## src/rtl/instr_enc.sv

```systemverilog
// rtl/instr_enc.sv - RV32 instruction field encoder with range checks and a 2-entry output FIFO
module instr_enc #(
  parameter int CNT_W = 16
) (
  input  logic             clk,
  input  logic             rst_n,
  input  logic             in_valid,
  output logic             in_ready,
  input  logic [2:0]       fmt,
  input  logic [6:0]       opcode,
  input  logic [2:0]       func3,
  input  logic [6:0]       func7,
  input  logic [4:0]       rd_addr,
  input  logic [4:0]       rs1_addr,
  input  logic [4:0]       rs2_addr,
  input  logic [31:0]      imm,
  output logic             out_valid,
  input  logic             out_ready,
  output logic [31:0]      out_instr,
  output logic             out_err,
  output logic [CNT_W-1:0] instr_cnt
);

  localparam logic [2:0] FMT_R = 3'd0;
  localparam logic [2:0] FMT_I = 3'd1;
  localparam logic [2:0] FMT_S = 3'd2;
  localparam logic [2:0] FMT_B = 3'd3;
  localparam logic [2:0] FMT_U = 3'd4;
  localparam logic [2:0] FMT_J = 3'd5;

  // Each FIFO entry is {err, instr}.
  logic [32:0]      mem_q [2];
  logic [32:0]      mem_d [2];
  logic             head_q, head_d;
  logic             tail_q, tail_d;
  logic [1:0]       count_q, count_d;
  logic [CNT_W-1:0] cnt_q, cnt_d;

  logic [31:0]        enc_word;
  logic               enc_err;
  logic signed [31:0] simm;
  logic               push;
  logic               pop;

  assign simm = imm;

  always_comb begin
    enc_word = 32'h0000_0000;
    enc_err  = 1'b0;
    case (fmt)
      FMT_R: enc_word = {func7, rs2_addr, rs1_addr, func3, rd_addr, opcode};
      FMT_I: begin
        enc_word = {imm[11:0], rs1_addr, func3, rd_addr, opcode};
        enc_err  = (simm < -2048) || (simm > 2047);
      end
      FMT_S: begin
        enc_word = {imm[11:5], rs2_addr, rs1_addr, func3, imm[4:0], opcode};
        enc_err  = (simm < -2048) || (simm > 2047);
      end
      FMT_B: begin
        enc_word = {imm[12], imm[10:5], rs2_addr, rs1_addr, func3, imm[4:1], imm[11], opcode};
        enc_err  = (simm < -4096) || (simm > 4094) || imm[0];
      end
      FMT_U: begin
        enc_word = {imm[31:12], rd_addr, opcode};
        enc_err  = (imm[11:0] != 12'h000);
      end
      FMT_J: begin
        enc_word = {imm[20], imm[10:1], imm[11], imm[19:12], rd_addr, opcode};
        enc_err  = (simm < -1048576) || (simm > 1048574) || imm[0];
      end
      default: begin
        enc_word = 32'h0000_0000;
        enc_err  = 1'b1;
      end
    endcase
  end

  assign in_ready  = (count_q != 2'd2);
  assign out_valid = (count_q != 2'd0);
  assign push      = in_valid && in_ready;
  assign pop       = out_valid && out_ready;

  // Gating on out_valid keeps the outputs zero whenever the FIFO is empty.
  assign out_instr = out_valid ? mem_q[head_q][31:0] : 32'h0000_0000;
  assign out_err   = out_valid ? mem_q[head_q][32]   : 1'b0;
  assign instr_cnt = cnt_q;

  always_comb begin
    mem_d[0] = mem_q[0];
    mem_d[1] = mem_q[1];
    head_d   = head_q;
    tail_d   = tail_q;
    count_d  = count_q;
    cnt_d    = cnt_q;
    if (push) begin
      mem_d[tail_q] = {enc_err, enc_word};
      tail_d        = ~tail_q;
    end
    if (pop) begin
      head_d = ~head_q;
      cnt_d  = cnt_q + 1'b1;
    end
    case ({push, pop})
      2'b10:   count_d = count_q + 2'd1;
      2'b01:   count_d = count_q - 2'd1;
      default: count_d = count_q;
    endcase
  end

  always_ff @(posedge clk or negedge rst_n) begin
    if (!rst_n) begin
      mem_q[0] <= '0;
      mem_q[1] <= '0;
      head_q   <= 1'b0;
      tail_q   <= 1'b0;
      count_q  <= 2'd0;
      cnt_q    <= '0;
    end else begin
      mem_q[0] <= mem_d[0];
      mem_q[1] <= mem_d[1];
      head_q   <= head_d;
      tail_q   <= tail_d;
      count_q  <= count_d;
      cnt_q    <= cnt_d;
    end
  end

endmodule

```

## config.mk

```make
export PLATFORM = sky130hd
export DESIGN_NAME = instr_enc
export DESIGN_NICKNAME = d
export VERILOG_FILES = /design/src/rtl/instr_enc.sv
export SDC_FILE = /design/constraint.sdc
export NUM_CORES = 1
export LEC_CHECK = 0
export BUFFER_PORTS_ARGS = -buffer_cell sky130_fd_sc_hd__buf_2
export CAP_MARGIN = 30
export CORE_MARGIN = 2
export CORE_UTILIZATION = 55
export CTS_CLUSTER_SIZE = 30
export DETAILED_ROUTE_END_ITERATION = 6
export PLACE_DENSITY = 0.84
export SYNTH_ARGS = -nofsm -noshare
export SYNTH_HDL_FRONTEND = slang
export SYNTH_SLANG_ARGS = --single-unit
export TNS_END_PERCENT = 1
```

## constraint.sdc

```tcl
create_clock -name clk -period 3.4 [get_ports clk]
set_clock_uncertainty 0.05 [all_clocks]
set_input_delay 0.68 -clock clk [delete_from_list [all_inputs] [get_ports clk]]
set_output_delay 0.68 -clock clk [all_outputs]
set_load 0.02 [all_outputs]
```

==> impl_results.md, run 1 <==
* # port buffers at 121
* Clock Sinks at 86
* Pin count of the biggest net entering global routing at 75
* Die Ht at ~94 um
* Largest family of logic cells by synthesized area: simple AND/OR/NAND/NOR gates
* Synth-to-Final Area Change at 19.9%
* GRT overflow at 0
* Worst EP required at roughly 2.7 ns
* Final hold violation count at 0
* Clk Latency, worst-skew pair at 0.35 ns
* Flops & latches, synth at 86
* Yosys cell types at 34
* CORE AREA at 0.00781 mm2
* Critical path arrival at 1.80 ns
* Ys Warns at 0
* Htree depth at 3
* Crit path buf inv count at 2
* Row Count at 32
* Hold_ws at 0.116 ns
* Rel. slew slack at 51.5%
* Worst Path Max Fanout at 21
* Synth Area in Simple Gates at approximately a fifth
* Status: finished clean
* Mean post-synth cell area at 8.86 um2
* Post-Syn Area at 0.00446 mm2
* Buffer depth of the longest clock path at 2
* Drt total wl at 10500 um
* Post-DP Area at 0.00512 mm2
* RSZ-0062 raised after global routing: no
* Crit-path slowest cell: dfrtp_2
* Final Wtd Congestion at 0.872
* Initial antenna violation count at 0
* Via count at 3979
* Capturing point of the worst reg2reg path: mem_q[13]$_DFFE_PN0P_
* TritonCTS Buffers at 9
* Vias in the first global route at 3869
* Static leakage at 0.00266 uW
* Slowest Stage Delay on Critical Path at 0.67 ns
* Clk slew on worst S/H paths at 0.09 ns
* Final WS setup at just under 0.9 ns
* Crit. End Element: output port
* Layout cells sized above 1 at 24.6%
* Post-Syn Nets at 576
* CTS resizes at 0
* Post-CTS Setup Repair Bufs at 0
* Area fraction in compound gates after synthesis at 14.0%
* # setup viols final at 0
* # hold bufs at CTS at 0
* Mux contribution to synthesized area at 9.49%
* CP Launch Type: register
* Post-Synth XOR/XNOR Area at about 4%
* Fin crit share at 74.5%
* Peak supply drop at 338 uV
* Final non-filler cell area at 0.00534 mm2
* TritonCTS clock tree: done
* PD cells at ~850 mW/mm2
* First-pass GRT wire length at 17600 um
* CP cell instances: buf_12, mux2i_1, nor2_1, buf_2
* Pre-CTS setup slack at roughly 1.1 ns
* Clock root cell: clkbuf_8
* Worst Hold Class: in -> async
* Cell family with most CP delay: flip-flops
* EDFF count, synth at 0
* Die W at 94.0 um
* Drt wl/cell at around 15 um
* Gr usage total at roughly a quarter
* ANT nets after route at 0
* CP Class: reg -> out
* Hpwl dp at 7800 um
* Final min period at 2.53 ns
* Cell count after synthesis at 503
* DRC violations left at 0
* Max cap viols at 0
* Vias per Instance at 5.55
* Post-synth top flop: dfrtp_1
* Final Slew Violations at 0
* # nets final at about 680
* Full die area at 0.00884 mm2
* # IOs at 122
* Reg2reg path depth at 5
* Post-synth ARST share at 100%
* Reg2reg setup slack at 1.49 ns
* Setup TNS Final at 0 ns
* Worst Setup SP: head_q$_DFFE_PN0P_
* WP depth at 4
* R2r startpoint: count_q[0]$_DFFE_PN0P_
* Least-Margin Pin Slew at 0.726 ns
* 1st-iter DRT viols at between 200 and 250
* # diodes at 0
* Synth Area in Adders at 0.562%
* F_max at 0.395 GHz
* Starting Density at 57.1%
* Layout Utilization at 68.4%
* TritonRoute pass-1 iters at 4
* Critical Path End: out_instr[11]
* Share of the yosys chip area belonging to registers at 48.3%
[cell families (layout without fill, tap and decap cells)]
logic type                 after synthesis  count (layout)
muxes                                   42              42
and+or+nand+nor                        203             203
AOI/OAI and AO/OA                      116             116
DFF                                     86              86
xor gates and xnor gates                20              20
adders and majority gates                2               2
buffers and inverters                   34             146
[power by group]
part / switching [uW] / internal [uW]
Clock: 355 / 434
Combinational: 1250 / 751
Sequential: 297 / 1440
[area by class of cell]
type	count	area [um2]
fill	646	2470
sequential	86	2150
multi-input combinational	383	2140
timing repair buffer	127	686
clock buffer	11	141
tap	102	128
clock inverter	5	82.6
inverter	3	11.3
[sequential cells by signal (all words and copies together) (netlist names)]
signal	flops
count_q	2
head_q	1
instr_cnt	16
mem_q	66
tail_q	1
[cell usage in the layout, fill, tap and decap left out, drive strengths merged]
cell type | Yosys | layout
dfrtp | 86 | 86
xnor2 | 16 | 16
mux2 | 2 | 2
a31oi | 1 | 1
o31ai | 1 | 1
bufinv | 0 | 2
nor2 | 60 | 60
nand4 | 11 | 11
or2 | 2 | 2
nand2b | 1 | 1
clkinvlp | 0 | 3
a211oi | 4 | 4
nor2b | 18 | 18
nor4 | 8 | 8
buf | 18 | 127
inv | 3 | 3
nand2 | 89 | 89
o21ai | 71 | 71
nor3 | 3 | 3
a2bb2o | 1 | 1
or4b | 1 | 1
clkbuf | 13 | 11
a22oi | 4 | 4
a211o | 1 | 1
nand3 | 8 | 8
mux2i | 40 | 40
xor2 | 4 | 4
and3 | 2 | 2
a21oi | 33 | 33
ha | 2 | 2
[routing by layer]
layer	vias up	track usage [%]	part of all wire (%)
met3	13	3.69	5.6
met2	135	40.1	47
met5	-	0	0
li1	1941	-	-
met4	0	8.82	1.5
met1	1890	35.5	46
[worst reg2reg max path: cells and delay by family (launching register included)]
family	cells	cell delay, ns
AOI/OAI and AO/OA	1	0.11
buffers and inverters	1	0.43
DFF	1	0.46
and+or+nand+nor	3	0.71
[Yosys cell counts, drive strengths merged (8+ instances only)]
library cell | n | share of area [%]
o21ai | 71 | 8.1
nand2 | 89 | 7.5
buf | 18 | 2.5
nand4 | 11 | 1.5
nor2 | 60 | 5.1
a21oi | 33 | 3.7
clkbuf | 13 | 1.1
nor2b | 18 | 2.5
mux2i | 40 | 9.0
nor4 | 8 | 1.1
xnor2 | 16 | 3.1
nand3 | 8 | 0.90
dfrtp | 86 | 48
[worst min path at each step]
stage / from / to / slack (ns) / cells after the start
final: rst_n / mem_q[14]$_DFFE_PN0P_ / 0.12 / 1
after global routing: rst_n / mem_q[14]$_DFFE_PN0P_ / 0.12 / 1
after CTS: rst_n / mem_q[14]$_DFFE_PN0P_ / 0.11 / 1
after detailed placement: instr_cnt[15]$_DFFE_PN0P_ / instr_cnt[15]$_DFFE_PN0P_ / 0.42 / 1
after global placement: mem_q[30]$_DFFE_PN0P_ / mem_q[30]$_DFFE_PN0P_ / 0.41 / 2
after floorplan: rst_n / count_q[0]$_DFFE_PN0P_ / 0.33 / 0
[per-stage QoR]
| stage | power [uW] | cells |
|---|---|---|
| 3_5_place_dp | 3770 | 701 |
| 3_3_place_gp | 3680 | 700 |
| 5_1_grt | 4850 | 717 |
| 2_1_floorplan | 3130 | 503 |
| 6_report | 4530 | 717 |
| 4_1_cts | 4560 | 717 |
(Power assumes the default switching activity.)
==> inputs of run 2 (changes only) <==
--- a/config.mk
+++ b/config.mk
@@ -5,13 +5,14 @@
 export SDC_FILE = /design/constraint.sdc
 export NUM_CORES = 1
 export LEC_CHECK = 0
+export ABC_AREA = 1
 export BUFFER_PORTS_ARGS = -buffer_cell sky130_fd_sc_hd__buf_2
 export CAP_MARGIN = 30
 export CORE_MARGIN = 2
-export CORE_UTILIZATION = 55
+export CORE_UTILIZATION = 48
 export CTS_CLUSTER_SIZE = 30
 export DETAILED_ROUTE_END_ITERATION = 6
-export PLACE_DENSITY = 0.84
+export PLACE_DENSITY = 0.77
 export SYNTH_ARGS = -nofsm -noshare
 export SYNTH_HDL_FRONTEND = slang
 export SYNTH_SLANG_ARGS = --single-unit
==> constraint.sdc (replaced) <==
create_clock -name clk -period 2.3 [get_ports clk]
set_clock_uncertainty 0.05 [all_clocks]
set_input_delay 0.46 -clock clk [delete_from_list [all_inputs] [get_ports clk]]
set_output_delay 0.46 -clock clk [all_outputs]
set_load 0.02 [all_outputs]
==> run 2 against run 1 <==
- combinational power up 67%
- flip-flop and latch count unchanged
- register-to-register slack worse by 1.1 ns
- die area up 20%
- sequential power up 38%
==> impl_results.md, run 2 <==
* Top cell type's share of synthesized area at 45.9%
* # setup viols final at 0
* Clock root cell: clkbuf_8
* Synth Area in Adders at less than 1%
* Mux contribution to synthesized area at 0%
* Gr usage total at 24.5%
* Layout cells sized above 1 at 22.0%
* Cell count after synthesis at 637
* Mean post-synth cell area at 7.36 um2
* Die W at 103 um
* Drt total wl at ~12000 um
* Most common cell after layout, fill and taps aside: nand2_1
* Post-synth top flop: dfrtp_1
* Top reg by flops: mem_q
* Commonest non-fill, non-tap cells in the layout: 217 x nand2_1, 120 x buf_2, 89 x inv_1, 86 x dfrtp_1, 67 x o21ai_0
* Least-Margin Pin Slew at 0.422 ns
* Clock Sinks at 86
* Worst EP required at 1.79 ns
* Placed Cells at around 880
* # IOs at about 120
* Setup TNS Final at 0 ns
* Post-Syn Area at 0.00469 mm2
* Clk Latency, worst-skew pair at 0.37 ns
* PD cells at about 1200 mW/mm2
* Vias in the first global route at between 4000 and 5000
* CP Launch Type: register
* EDFF count, synth at 0
* Fillcell total at 883
* Final Slew Violations at 0
* Final hold violation count at 0
* Final Wtd Congestion at ~0.9
* Die Ht at 103 um
* Worst Hold Class: in -> reg
* Row Count at 36
* Static leakage at between 0.003 and 0.004 uW
* Clk slew on worst S/H paths at 0.09 ns
* Pin count of the biggest net entering global routing at 51
* Post-Syn Nets at 710
* ANT nets after route at 0
* DRC violations left at 0
* First-pass GRT wire length at 20000 um
* 1st-iter DRT viols at approximately 270
* Hpwl dp at a little over 9000 um
* Yosys cell types at 31
* Ys Warns at 0
* Share of the yosys chip area belonging to registers at 45.9%
* Crit. End Element: output port
* Post-synth top cells: 217 x nand2_1, 90 x inv_1, 86 x dfrtp_1
* # port buffers at 121
* Synth top area cells: dfrtp_1 46%, nand2_1 17%, inv_1 7.2%, o21ai_0 7.1%, a21oi_1 3.8%
* Initial antenna violation count at 0
* # nets final at 835
* RSZ-0062 raised after global routing: no
* Critical path arrival at ~1.7 ns
* Layout Utilization at 59.2%
* Hold_ws at approximately 0.37 ns
* Starting Density at about 49%
* TritonRoute pass-1 iters at 5
* Synth-to-Final Area Change at 21.7%
* Peak supply drop at 493 uV
* GRT overflow at 0
* Rel. slew slack at 71.8%
* Vias per Instance at 5.07
* Area fraction in compound gates after synthesis at around 15%
* F_max at ~0.46 GHz
* Count leader, synth: nand2_1
* Cell accounting for the most synthesized area: dfrtp_1
* Largest family of logic cells by synthesized area: simple AND/OR/NAND/NOR gates
* Flops & latches, synth at 86
* CORE AREA at 0.00964 mm2
* Post-Synth XOR/XNOR Area at 3.36%
* Max cap viols at 0
* Post-CTS Setup Repair Bufs at 0
* Htree depth at 3
* Via count at 4560
* Full die area at 0.0106 mm2
* Final min period at ~2.2 ns
* Worst Path Max Fanout at 26
* TritonCTS clock tree: done
* # diodes at 0
* Finished Layout Cells at 900
* Fin crit share at approximately 94%
* Synth Area in Simple Gates at approximately a quarter
* Drt wl/cell at between 10 and 15 um
* Status: finished clean
* CP Class: reg -> out
* Buffer depth of the longest clock path at 2
* TritonCTS Buffers at 9
* Post-synth ARST share at 100%
* Largest register FFs at 66
==> run 2: cell count changes in the layout (fill, tap and decap cells not counted), moves of 7 or more <==
cell      delta
xor2_1       +7
nor2_1      -23
o21ai_1     -55
mux2i_1     -40
nor2b_1     -18
nand2_1    +128
inv_1       +87
o21ai_0     +52
o211ai_1     +7
xnor2_1      -9
buf_4        +8
==> run 2: what timing repair did <==
item                                   in CTS  in global routing
hold buffers                                1                  0
endpoints found under the hold margin      14                  0
setup endpoints to repair                   0                  9
resized for setup                           0                  2
==> run 2: final cells by class <==
type,count,area [um2],area share [%]
clock inverters,6,45.0,0.789
repair buffers,137,759,13.3
well taps,133,166,2.92
clock buffers,10,128,2.24
flip-flops and latches,86,2150,37.7
multi-input cells,437,2110,37.0
inverters,91,345,6.05
==> run 2: cell families after synthesis <==
family | Yosys count
compound gates | 128
simple gates | 289
buf+inv | 114
fa+ha+maj | 2
flops | 86
xor+xnor | 18
==> run 2: worst max-delay path, stage by stage, from the launching register on <==
cell and delay [ns]:
dfrtp_1 0.44, nor2_2 0.06, inv_1 0.06, buf_6 0.20, o21ai_0 0.11, a21oi_1 0.20, buf_2 0.21
==> run 2: power breakdown <==
group | total [uW] | leakage (uW) | internal (uW) | switching, uW
sequential | 2400 | 0.00109 | 2100 | 305
clock | 981 | 0.0000793 | 398 | 583
combinational | 3330 | 0.00192 | 1110 | 2220
==> run 2: metrics by stage <==
stage | cell area [um2] | setup slack (ns) | total power (uW)
after global routing | 5710 | 0.0129 | 7240
after detailed placement | 5520 | 0.417 | 5760
after CTS | 5700 | 0.0406 | 6730
after global placement | 5520 | 0.432 | 5670
final | 5710 | 0.137 | 6720
after floorplan | 4690 | 0.271 | 4580
==> run 2: worst paths after layout <==
path / start / to / slack [ns] / cells after the start
hold / removal: opcode[0] / mem_q[33]$_DFFE_PN0P_ / 0.37 / 5
hold reg to reg: mem_q[38]$_DFFE_PN0P_ / mem_q[38]$_DFFE_PN0P_ / 0.42 / 2
min in group asynchronous: rst_n / instr_cnt[5]$_DFFE_PN0P_ / 0.44 / 2
max in group asynchronous: rst_n / mem_q[20]$_DFFE_PN0P_ / 1.21 / 3
setup reg to reg: count_q[0]$_DFFE_PN0P_ / mem_q[60]$_DFFE_PN0P_ / 0.40 / 7
setup / recovery: count_q[0]$_DFFE_PN0P_ / out_instr[23] / 0.14 / 6
==> run 2: per-layer routing <==
metal	share of wire [%]	global-route usage [%]	wire length (um)
met5	0	0	0
met4	1.6	6.78	206
met2	45	37.4	5600
met1	46	35.4	5760
met3	7.4	5.29	925
